**config.mk**
```make
export PLATFORM = sky130hd
export DESIGN_NAME = ifmap_bram_loader_flat
export DESIGN_NICKNAME = d
export VERILOG_FILES = /design/src/rtl/ifmap_bram_loader_pkg.sv /design/src/rtl/ifmap_bram_loader_if.sv /design/src/rtl/ifmap_bram_loader_lane_packer.sv /design/src/rtl/ifmap_bram_loader.sv /design/src/flat_wrapper.sv
export SDC_FILE = /design/constraint.sdc
export NUM_CORES = 1
export LEC_CHECK = 0
export ABC_AREA = 1
export CAP_MARGIN = 10
export CORE_MARGIN = 2
export CORE_UTILIZATION = 55
export CTS_CLUSTER_SIZE = 25
export DETAILED_ROUTE_END_ITERATION = 7
export PLACE_DENSITY = 0.85
export SLEW_MARGIN = 10
export SYNTH_ARGS = -nofsm -noshare
export SYNTH_HDL_FRONTEND = slang
export SYNTH_HIERARCHICAL = 1
export SYNTH_SLANG_ARGS = --single-unit
```
**constraint.sdc**
```tcl
create_clock -name clk -period 8.6 [get_ports clk]
set_input_delay 1.72 -clock clk [delete_from_list [all_inputs] [get_ports clk]]
set_output_delay 1.72 -clock clk [all_outputs]
set_load 0.02 [all_outputs]
```
**src/rtl/ifmap_bram_loader_pkg.sv**
```systemverilog
`default_nettype none
// ============================================================================
// Module   : ifmap_bram_loader_pkg
// Purpose  : Shared GEMM buffer geometry and the loader FSM state encoding.
// Revision : 1.0 - initial release
// ============================================================================
package ifmap_bram_loader_pkg;

  // Stream element and PE array geometry
  localparam int GEMM_DATA_WIDTH  = 8;
  localparam int GEMM_PE_SIZE     = 14;

  // BRAM0: ifmap buffer
  localparam int BRAM0_DEPTH      = 4116;
  localparam int BRAM0_ADDR_WIDTH = 13;
  localparam int BRAM0_DATA_WIDTH = GEMM_PE_SIZE * GEMM_DATA_WIDTH;

  // BRAM1: weight buffer
  localparam int BRAM1_DEPTH      = 1470;
  localparam int BRAM1_ADDR_WIDTH = 11;
  localparam int BRAM1_DATA_WIDTH = GEMM_PE_SIZE * GEMM_DATA_WIDTH;

  // Loader control states
  typedef enum logic [1:0] {
    ST_IDLE  = 2'd0,
    ST_LOAD  = 2'd1,
    ST_FLUSH = 2'd2,
    ST_DONE  = 2'd3
  } load_state_t;

endpackage : ifmap_bram_loader_pkg
`default_nettype wire

```
**src/rtl/ifmap_bram_loader_if.sv**
```systemverilog
`default_nettype none
// ============================================================================
// Module   : ifmap_bram_loader_if
// Purpose  : Byte-stream valid/ready handshake feeding the BRAM loader.
// Revision : 1.0 - initial release
// ============================================================================
interface ifmap_bram_loader_if #(
  parameter int DATA_WIDTH = 8
) ();

  logic [DATA_WIDTH-1:0] s_data_i;
  logic                  s_valid_i;
  logic                  s_last_i;
  logic                  s_ready_o;

  // Stream producer side
  modport master (
    output s_data_i,
    output s_valid_i,
    output s_last_i,
    input  s_ready_o
  );

  // Loader side
  modport slave (
    input  s_data_i,
    input  s_valid_i,
    input  s_last_i,
    output s_ready_o
  );

endinterface : ifmap_bram_loader_if
`default_nettype wire

```
**src/rtl/ifmap_bram_loader_lane_packer.sv**
```systemverilog
`default_nettype none
// ============================================================================
// Module   : ifmap_bram_loader_lane_packer
// Purpose  : Shifts stream elements into a PE_SIZE-lane word; lane 0 ends up
//            in the LSBs. Flags the element that completes a word.
// Revision : 1.0 - initial release
// ============================================================================
module ifmap_bram_loader_lane_packer
  import ifmap_bram_loader_pkg::*;
#(
  parameter int DATA_WIDTH     = GEMM_DATA_WIDTH,
  parameter int PE_SIZE        = GEMM_PE_SIZE,
  parameter int MEM_DATA_WIDTH = PE_SIZE * DATA_WIDTH
) (
  input  wire logic                      clk,
  input  wire logic                      rst,
  input  wire logic                      clear,
  input  wire logic                      shift_en,
  input  wire logic [DATA_WIDTH-1:0]     data,
  output logic                           word_valid,
  output logic [MEM_DATA_WIDTH-1:0]      word
);

  localparam int LANE_W = (PE_SIZE > 1) ? $clog2(PE_SIZE) : 1;
  localparam logic [LANE_W-1:0] C_LAST_LANE = LANE_W'(PE_SIZE - 1);

  logic [LANE_W-1:0]         r_lane;
  logic [MEM_DATA_WIDTH-1:0] r_pack;

  // New element enters at the top; after PE_SIZE shifts the first one sits in lane 0
  assign word       = {data, r_pack[MEM_DATA_WIDTH-1:DATA_WIDTH]};
  assign word_valid = shift_en && (r_lane == C_LAST_LANE);

  // Lane counter and pack register; clear wins so an aborted word is dropped
  always_ff @(posedge clk or posedge rst) begin
    if (rst) begin
      r_lane <= '0;
      r_pack <= '0;
    end else if (clear) begin
      r_lane <= '0;
      r_pack <= '0;
    end else if (shift_en) begin
      r_lane <= (r_lane == C_LAST_LANE) ? '0 : r_lane + 1'b1;
      r_pack <= word;
    end
  end

endmodule : ifmap_bram_loader_lane_packer
`default_nettype wire

```
**src/rtl/ifmap_bram_loader.sv**
```systemverilog
`default_nettype none
// ============================================================================
// Module   : ifmap_bram_loader
// Purpose  : Packs a byte stream into BRAM words, writes them to consecutive
//            addresses, then pulses gemm_start_o. Flags s_last_i framing errors.
// Revision : 1.0 - initial release
// ============================================================================
module ifmap_bram_loader
  import ifmap_bram_loader_pkg::*;
#(
  parameter int DATA_WIDTH     = GEMM_DATA_WIDTH,
  parameter int PE_SIZE        = GEMM_PE_SIZE,
  parameter int MEM_DATA_WIDTH = BRAM0_DATA_WIDTH,
  parameter int MEM_DEPTH      = BRAM0_DEPTH,
  parameter int MEM_ADDR_WIDTH = BRAM0_ADDR_WIDTH
) (
  input  wire logic                      clk,
  input  wire logic                      rst,
  input  wire logic                      load_start_i,
  ifmap_bram_loader_if.slave             s_stream,
  output logic                           mem_ce0,
  output logic                           mem_we0,
  output logic [MEM_ADDR_WIDTH-1:0]      mem_addr0,
  output logic [MEM_DATA_WIDTH-1:0]      mem_d0,
  output logic                           busy_o,
  output logic                           gemm_start_o,
  output logic                           err_o
);

  localparam logic [MEM_ADDR_WIDTH-1:0] C_LAST_WORD = MEM_ADDR_WIDTH'(MEM_DEPTH - 1);

  load_state_t               r_state;
  load_state_t               w_next;
  logic                      w_ready;
  logic                      w_busy;
  logic                      w_gemm_start;
  logic                      w_xfer;
  logic                      w_start;
  logic                      w_word_valid;
  logic [MEM_DATA_WIDTH-1:0] w_word;
  logic                      w_final;
  logic                      w_abort;
  logic                      w_write;
  logic                      w_pack_clear;

  logic                      r_we;
  logic [MEM_ADDR_WIDTH-1:0] r_addr;
  logic [MEM_DATA_WIDTH-1:0] r_d;
  logic [MEM_ADDR_WIDTH-1:0] r_word_cnt;
  logic                      r_err;

  assign w_ready = (r_state == ST_LOAD);
  assign w_xfer  = s_stream.s_valid_i && w_ready;
  assign w_start = (r_state == ST_IDLE) && load_start_i;

  // Element that completes the last word of the load
  assign w_final = w_word_valid && (r_word_cnt == C_LAST_WORD);
  // s_last_i before the final element aborts; the word it belongs to is never written
  assign w_abort = w_xfer && s_stream.s_last_i && !w_final;
  assign w_write = w_word_valid && !w_abort;
  assign w_pack_clear = w_start || w_abort;

  ifmap_bram_loader_lane_packer #(
    .DATA_WIDTH     (DATA_WIDTH),
    .PE_SIZE        (PE_SIZE),
    .MEM_DATA_WIDTH (MEM_DATA_WIDTH)
  ) u_lane_packer (
    .clk        (clk),
    .rst        (rst),
    .clear      (w_pack_clear),
    .shift_en   (w_xfer),
    .data       (s_stream.s_data_i),
    .word_valid (w_word_valid),
    .word       (w_word)
  );

  // State register
  always_ff @(posedge clk or posedge rst) begin
    if (rst) begin
      r_state <= ST_IDLE;
    end else begin
      r_state <= w_next;
    end
  end

  // Next-state and state-decoded outputs
  always_comb begin
    w_next       = r_state;
    w_busy       = 1'b0;
    w_gemm_start = 1'b0;
    case (r_state)
      ST_IDLE: begin
        if (load_start_i) w_next = ST_LOAD;
      end
      ST_LOAD: begin
        w_busy = 1'b1;
        if (w_abort)      w_next = ST_IDLE;
        else if (w_final) w_next = ST_FLUSH;
      end
      ST_FLUSH: begin
        w_busy = 1'b1;
        w_next = ST_DONE;
      end
      ST_DONE: begin
        w_gemm_start = 1'b1;
        w_next       = ST_IDLE;
      end
      default: w_next = ST_IDLE;
    endcase
  end

  // BRAM write port, word address counter and sticky framing error
  always_ff @(posedge clk or posedge rst) begin
    if (rst) begin
      r_we       <= 1'b0;
      r_addr     <= '0;
      r_d        <= '0;
      r_word_cnt <= '0;
      r_err      <= 1'b0;
    end else begin
      r_we <= w_write;
      if (w_write) begin
        r_addr <= r_word_cnt;
        r_d    <= w_word;
        // Counter parks on the last address instead of wrapping
        if (r_word_cnt != C_LAST_WORD) r_word_cnt <= r_word_cnt + 1'b1;
      end
      if (w_start) begin
        r_word_cnt <= '0;
        r_err      <= 1'b0;
      end else if (w_abort) begin
        r_err <= 1'b1;
      end else if (w_final && !s_stream.s_last_i) begin
        r_err <= 1'b1;
      end
    end
  end

  assign s_stream.s_ready_o = w_ready;
  assign mem_ce0      = r_we;
  assign mem_we0      = r_we;
  assign mem_addr0    = r_addr;
  assign mem_d0       = r_d;
  assign busy_o       = w_busy;
  assign gemm_start_o = w_gemm_start;
  assign err_o        = r_err;

endmodule : ifmap_bram_loader
`default_nettype wire

```
**src/flat_wrapper.sv**
```systemverilog
// flat-port wrapper written by rule: the top's interface ports become plain ports
module ifmap_bram_loader_flat import ifmap_bram_loader_pkg::*;
#(
  parameter int DATA_WIDTH     = GEMM_DATA_WIDTH,
  parameter int PE_SIZE        = GEMM_PE_SIZE,
  parameter int MEM_DATA_WIDTH = BRAM0_DATA_WIDTH,
  parameter int MEM_DEPTH      = BRAM0_DEPTH,
  parameter int MEM_ADDR_WIDTH = BRAM0_ADDR_WIDTH
)
  (clk, rst, load_start_i, mem_ce0, mem_we0, mem_addr0, mem_d0, busy_o, gemm_start_o, err_o, s_stream_s_data_i, s_stream_s_valid_i, s_stream_s_last_i, s_stream_s_ready_o);
  ifmap_bram_loader_if #(.DATA_WIDTH(DATA_WIDTH)) s_stream_i ();
  input  wire logic clk;
  input  wire logic rst;
  input  wire logic load_start_i;
  output logic mem_ce0;
  output logic mem_we0;
  output logic [MEM_ADDR_WIDTH-1:0] mem_addr0;
  output logic [MEM_DATA_WIDTH-1:0] mem_d0;
  output logic busy_o;
  output logic gemm_start_o;
  output logic err_o;
  input wire logic [$bits(s_stream_i.s_data_i)-1:0] s_stream_s_data_i;
  input wire logic [$bits(s_stream_i.s_valid_i)-1:0] s_stream_s_valid_i;
  input wire logic [$bits(s_stream_i.s_last_i)-1:0] s_stream_s_last_i;
  output wire logic [$bits(s_stream_i.s_ready_o)-1:0] s_stream_s_ready_o;
  assign s_stream_i.s_data_i = s_stream_s_data_i;
  assign s_stream_i.s_valid_i = s_stream_s_valid_i;
  assign s_stream_i.s_last_i = s_stream_s_last_i;
  assign s_stream_s_ready_o = s_stream_i.s_ready_o;
  ifmap_bram_loader #(.DATA_WIDTH(DATA_WIDTH), .PE_SIZE(PE_SIZE), .MEM_DATA_WIDTH(MEM_DATA_WIDTH), .MEM_DEPTH(MEM_DEPTH), .MEM_ADDR_WIDTH(MEM_ADDR_WIDTH)) u_core (.clk(clk), .rst(rst), .load_start_i(load_start_i), .s_stream(s_stream_i), .mem_ce0(mem_ce0), .mem_we0(mem_we0), .mem_addr0(mem_addr0), .mem_d0(mem_d0), .busy_o(busy_o), .gemm_start_o(gemm_start_o), .err_o(err_o));
endmodule
```
======== Word-level counts from Yosys, hierarchy flattened ========
Index checks and enable logic that the tools add are counted.
storage, ports and cells
  bits in latches ......................... 0
  flip-flop bits (word level) ............. 258
  memories ................................ 0
  ROM bits ................................ 0
  RAM bits ................................ 0
  word-level logic and storage cells ...... 55
cells by class
  reduce and logical (&&, ||, !) cells .... 20
  bitwise logic cells ..................... 0
  $lt $le $gt $ge ......................... 0
  divide/modulo/power cells ............... 0
  add/sub/neg operators ................... 2
  multiplexer cells ....................... 17
  shift-type cells ........................ 0
  equal/unequal tests ..................... 8
  multipliers ............................. 0
operators with widths
  operator                                              number
  two-way mux 112 bit                                   2
  two-way mux 13 bit                                    3
  adder 13 x 1 -> 13 bit (second input constant)        1
  equality test 13 bit (second input constant)          1
  != test 13 bit (second input constant)                1
  two-way mux 4 bit                                     3
  logical AND 1 bit                                     8
  case mux 2 bit (4 select lines)                       1
  two-way mux 2 bit                                     3
  nonzero test 2 bit                                    3
  two-way mux 1 bit                                     5
  adder 4 x 1 -> 4 bit (second input constant)          1
  equality test 2 bit (second input constant)           2
  equality test 4 bit (second input constant)           1
  AND reduction 2 bit                                   2
  zero test 1 bit                                       3
  != test 3 bit (second input constant)                 1
  nonzero test 3 bit                                    1
  equality test 2 x 1 -> 1 bit (second input constant)  1
  zero test 2 bit                                       1
  != test 2 bit (second input constant)                 1
  OR reduction 2 bit                                    1
  logical OR 1 bit                                      1

======== Logic depth before layout (Yosys ltp) ========
  word-level depth ........................ 10
  gate-level depth with buffers ........... 14
  mapped depth without buffers ............ 14

======== Hierarchy ========
The synthesis kept the hierarchy.
by module, submodules not included
  module                         area an instance (µm²)  instances  cells each
  ifmap_bram_loader              5851.9                  1          688
  ifmap_bram_loader_lane_packer  4345.4                  1          380

======== Worst setup path before layout ========
Ideal clock, no wire load.
  kind .................................... input to register
  from .................................... input s_stream_s_valid_i
  to ...................................... register u_core.u_lane_packer.r_pack[47]
  cell stages on the path ................. 12
  data arrival time ....................... 3.067 ns
  data required time ...................... 8.520 ns
  buffers on the path ..................... 2
  setup slack ............................. 5.454 ns
  setup time .............................. 0.080 ns
  cells stage by stage .................... nand2_1 inv_1 inv_2 nor2_1 nand3_1 nand2_2 nand2_1 nor2_4 inv_2 buf_6 buf_6 o22ai_2
between the ends
  cells in the longest elaborated chain, start to end .. 7
RTL lines
  element                                                           RTL line                             RTL
  start: declaration                                                flat_wrapper.sv:23                   input wire logic [$bits(s_stream_i.s_valid_i)-1:0] s_stream_s_valid_i;
  logical AND 1 bit (*)                                             ifmap_bram_loader.sv:53              assign w_xfer = s_stream.s_valid_i && w_ready;
  via u_core.w_xfer                                                 ifmap_bram_loader.sv:37              logic w_xfer;
  logical AND 1 bit (*)                                             ifmap_bram_loader_lane_packer.sv:32  assign word_valid = shift_en && (r_lane == C_LAST_LANE);
  via u_core.w_word_valid                                           ifmap_bram_loader.sv:39              logic w_word_valid;
  logical AND 1 bit (*)                                             ifmap_bram_loader.sv:57              assign w_final = w_word_valid && (r_word_cnt == C_LAST_WORD);
  zero test 1 bit (*)                                               ifmap_bram_loader.sv:59              assign w_abort = w_xfer && s_stream.s_last_i && !w_final;
  logical AND 1 bit (*)                                             ifmap_bram_loader.sv:59
  logical OR 1 bit (*)                                              ifmap_bram_loader.sv:61              assign w_pack_clear = w_start || w_abort;
  via u_core.w_pack_clear                                           ifmap_bram_loader.sv:44              logic w_pack_clear;
  two-way mux 112 bit / nonzero test 2 bit (equally long branches)  -
  end signal: assignment                                            ifmap_bram_loader_lane_packer.sv:44  r_pack <= word;
  end: declaration                                                  ifmap_bram_loader_lane_packer.sv:28  logic [MEM_DATA_WIDTH-1:0] r_pack;
Mark *: on every way through the listed nets, which the timed path passes. The rest lies on a longest branch.
A chain may end at the register's enable or synchronous reset.

======== Worst setup path in the final report ========
  from .................................... input s_stream_s_valid_i
  to ...................................... register u_core.r_d[28] (netlist: u_core/mem_d0[28])
between the ends
  cells in the longest elaborated chain, start to end .. 7
RTL lines
  element                  RTL line                             RTL
  logical AND 1 bit (*)    ifmap_bram_loader.sv:53
  via u_core.w_xfer        ifmap_bram_loader.sv:37
  logical AND 1 bit (*)    ifmap_bram_loader_lane_packer.sv:32
  via u_core.w_word_valid  ifmap_bram_loader.sv:39
  logical AND 1 bit        ifmap_bram_loader.sv:57
  zero test 1 bit          ifmap_bram_loader.sv:59
  logical AND 1 bit        ifmap_bram_loader.sv:59
  zero test 1 bit          ifmap_bram_loader.sv:60              assign w_write = w_word_valid && !w_abort;
  logical AND 1 bit (*)    ifmap_bram_loader.sv:60
  end signal: assignment   ifmap_bram_loader.sv:124             r_d <= w_word;
  end: declaration         ifmap_bram_loader.sv:48              logic [MEM_DATA_WIDTH-1:0] r_d;
Marks and branches as above.

==> results.toml <==
[timing]
period_needed_ns = 4.27
slew_violations = 0
report.final.hold_viol_count = 0
relSlewSlack_pct = 24.2
worst_pin_slew_ns = 1.14
rsz0062_at_grt = "no"
finalCritPeriodShare_pct = 49.7
fmax_mhz = 234
fin_skew_ns = 0.0208
setup_tns_ns = 0
setup_viol = 0

[drt]
drcViolationCount = 10
wl_met1_mm = 9.97
route.met2.wl_mm = 11.3
vias_per_cell = 5.29
routed.top_layer = "met4"
drt-wirelength-per-cell_um = 16.1
route.met3.wl_mm = 1.32
ant_nets = 0
wl_mm = 23.0
dr_total_vias = 7559
drt_iter0_drc = 852
firstDrtPassIters = 8

[synth]
synth_compound_area_share_pct = 10.2
synth_ff_type = "dfrtp_1"
synth_seq_area_share_pct = 61.3
synth_cell_types = 23
yosysWarnings = 6
synth_nets = 1089
synth_top_family_by_area = "simple AND/OR/NAND/NOR gates"
ys_ff_latch = 250
async_flop_share_pct = 100
synth_simple_gate_area_share_pct = 18.4
synth_cells = 1068
synth_area_per_cell_um2 = 9.55
synthesis.area_mm2 = 0.0102
synth_edf_count = 0
synth.area.mux_share_pct = 0
synth_xor_area_share_pct = 0.172
synth_fa_ha_area_share_pct = 0.982

[global_route]
grt_antenna_before_repair = 0
grt_pass1_wl_mm = 38.1
grt.total_usage_pct = 23.8
grt_max_degree = 111
grt-ovfl-total = 0
grt_pass1_vias = 7599

[setup_path]
slowest_delay_ns = 0.64
end_kind = "flip-flop"
crit_path_cell_trace = "clkdlybuf4s50_1, nand2_1, inv_1, inv_2, nor2_1, nand3_1, nand2_2, nand2_4, clkinv_2, buf_4, nand2_1, nand2_1"
cp_slowest_cell = "clkinv_2"
crit_fanout = 62
worst_ep_required_time_ns = 9.05
arrival_ns = 4.73
crit_top_cell = "nand2_1"
path_buf_inv = 5
critPathTopFamily = "buffers and inverters"
start_kind = "primary input"
worstSetupPathType = "primary input to flip-flop"

[power]
seqPwrFrac_pct = 47.0
p_per_area_mw_per_mm2 = 216
netSwitchingFraction_pct = 27.9
power_frac_comb_pct = 13.8
clkPwrFrac_pct = 39.2
p_int_mw = 1.93
power_switching_mw = 0.745
peakVddDrop_mv = 0.150
p_leak_nw = 6.02

[floorplanning]
initial_core_util_pct = 56.4
dieArea_mm2 = 0.0196
die_y_um = 140
row_count = 49
die_w_um = 140
pin_count = 144
core_mm2 = 0.0181

[place]
place_hpwl_mm = 14.7
portBuffers = 143
postPlaceCellArea_mm2 = 0.0116
globalplace.congestion = 0.857

[cts]
cts_tree = "done"
clk_pin_slew_ns = 0.07
cts_setup_buffers = 0
clk_path_buf_depth = 3
cts_buffers = 24
cts.sinks = 250
cts_resized = 0
htree_levels = 1
hold_buffers = 0
cts_root_buffer = "clkbuf_16"
clk_latency_ns = 0.52

[finish]
multiInputGateArea_mm2 = 0.00304
drive_gt1_share_pct = 7.83
finalNetCount = 1205
postLayoutCellArea_mm2 = 0.0124
area_delta_synth_final_pct = 21.3
fillers = 1311
register_area_mm2 = 0.00626
antennaDiodeCount = 0

[outcome]
violations = "design-rule violations"
status = "finished, violations left"

[flow_run]
maxCapViolCount = 0

[min_path]
min-delay-path-class = "flip-flop to flip-flop"
==> layout by cell type (no fill, tap or decap), drive strengths merged, types with 8 or more instances in the layout <==
cell type      instances
ha                     8
nand2                416
o22ai                 89
clkbuf                34
o21ai                 40
inv                  134
dfrtp                250
nor2                  23
nand3                 31
clkdlybuf4s50        143
==> logic make-up (layout without fill, tap and decap cells) <==
kind of cell    count (synthesis)  after routing
compound gates                135            135
xor+xnor                        2              2
fa+ha+maj                       8              8
buf+inv                       194            326
flops                         250            250
simple gates                  479            479
==> routing by layer <==
layer | up-vias | GRT usage [%]
li1 | 3569 | -
met1 | 3694 | 33.6
met2 | 263 | 39.4
met3 | 33 | 3.21
met4 | 0 | 6.22
met5 | - | 0
==> path summary, 6_finish.rpt <==
check / startpoint / to / slack (ns) / cells after the start
max: s_stream_s_valid_i / u_core/mem_d0[28]$_DFFE_PP0P_ / 4.33 / 12
min: u_core/u_lane_packer/r_pack[93]$_DFFE_PP0P_ / u_core/mem_d0[85]$_DFFE_PP0P_ / 0.46 / 2
max reg2reg: flip-flop / u_core/mem_d0[28]$_DFFE_PP0P_ / 5.25 / 13
min reg2reg: u_core/u_lane_packer/r_pack[93]$_DFFE_PP0P_ / u_core/mem_d0[85]$_DFFE_PP0P_ / 0.46 / 2
max in group asynchronous: rst / u_core/mem_d0[92]$_DFFE_PP0P_ / 5.49 / 3
min in group asynchronous: rst / u_core/u_lane_packer/r_pack[57]$_DFFE_PP0P_ / 1.76 / 2
==> layout make-up <==
cell class	count	area share [%]
Multi-Input combinational cell	624	24.6
Clock buffer	34	5.57
Inverter	135	4.19
Tap cell	229	2.32
Sequential cell	250	50.6
Timing Repair Buffer	149	11.9
Clock inverter	8	0.820
==> state kept, by name (all words and copies together), names as in the netlist, named ones only <==
signal	count
u_core/u_lane_packer/r_pack	104
u_core/mem_addr0	13
u_core/mem_d0	112
u_core/r_word_cnt	13
u_core/r_state	1
u_core/mem_ce0	1
u_core/u_lane_packer/r_lane	4
u_core/err_o	1
==> metrics by stage <==
stage               hold slack [ns]  power, mW  instances  setup WS (ns)  utilization, %
global route                  0.487       2.79       1429           4.12            68.4
global placement              0.445       1.63       1387           3.96            64.0
CTS                           0.457       2.69       1429           4.39            68.4
detailed placement            0.455       1.64       1387           3.84            64.0
finish                        0.457       2.67       1429           4.33            68.4
floorplan                     0.442       1.57       1068           3.07               -
==> Yosys cell counts, drive strengths merged (6+ instances only) <==
library cell | n | area, um^2
a21oi | 6 | 30.0
buf | 53 | 384
clkbuf | 6 | 22.5
dfrtp | 250 | 6260
ha | 8 | 100
inv | 135 | 507
nand2 | 416 | 1570
nand3 | 31 | 155
nand4 | 6 | 37.5
nor2 | 23 | 93.8
o21ai | 40 | 200
o22ai | 89 | 807
==> worst min-delay path, stage by stage (launching register included) <==
cell,delay [ns]
dfrtp_1,0.34
nand2_1,0.06
nand2_1,0.05
==> power by group through the flow <==
| stage | Sequential [mW] | Combinational, mW | Clock [mW] |
|---|---|---|---|
| after floorplan | 1.27 | 0.302 | 0 |
| after global placement | 1.27 | 0.359 | 0 |
| after detailed placement | 1.28 | 0.367 | 0 |
| after CTS | 1.26 | 0.368 | 1.07 |
| after global routing | 1.26 | 0.408 | 1.12 |
| final | 1.26 | 0.369 | 1.05 |
Power figures use the tool's default switching activity.
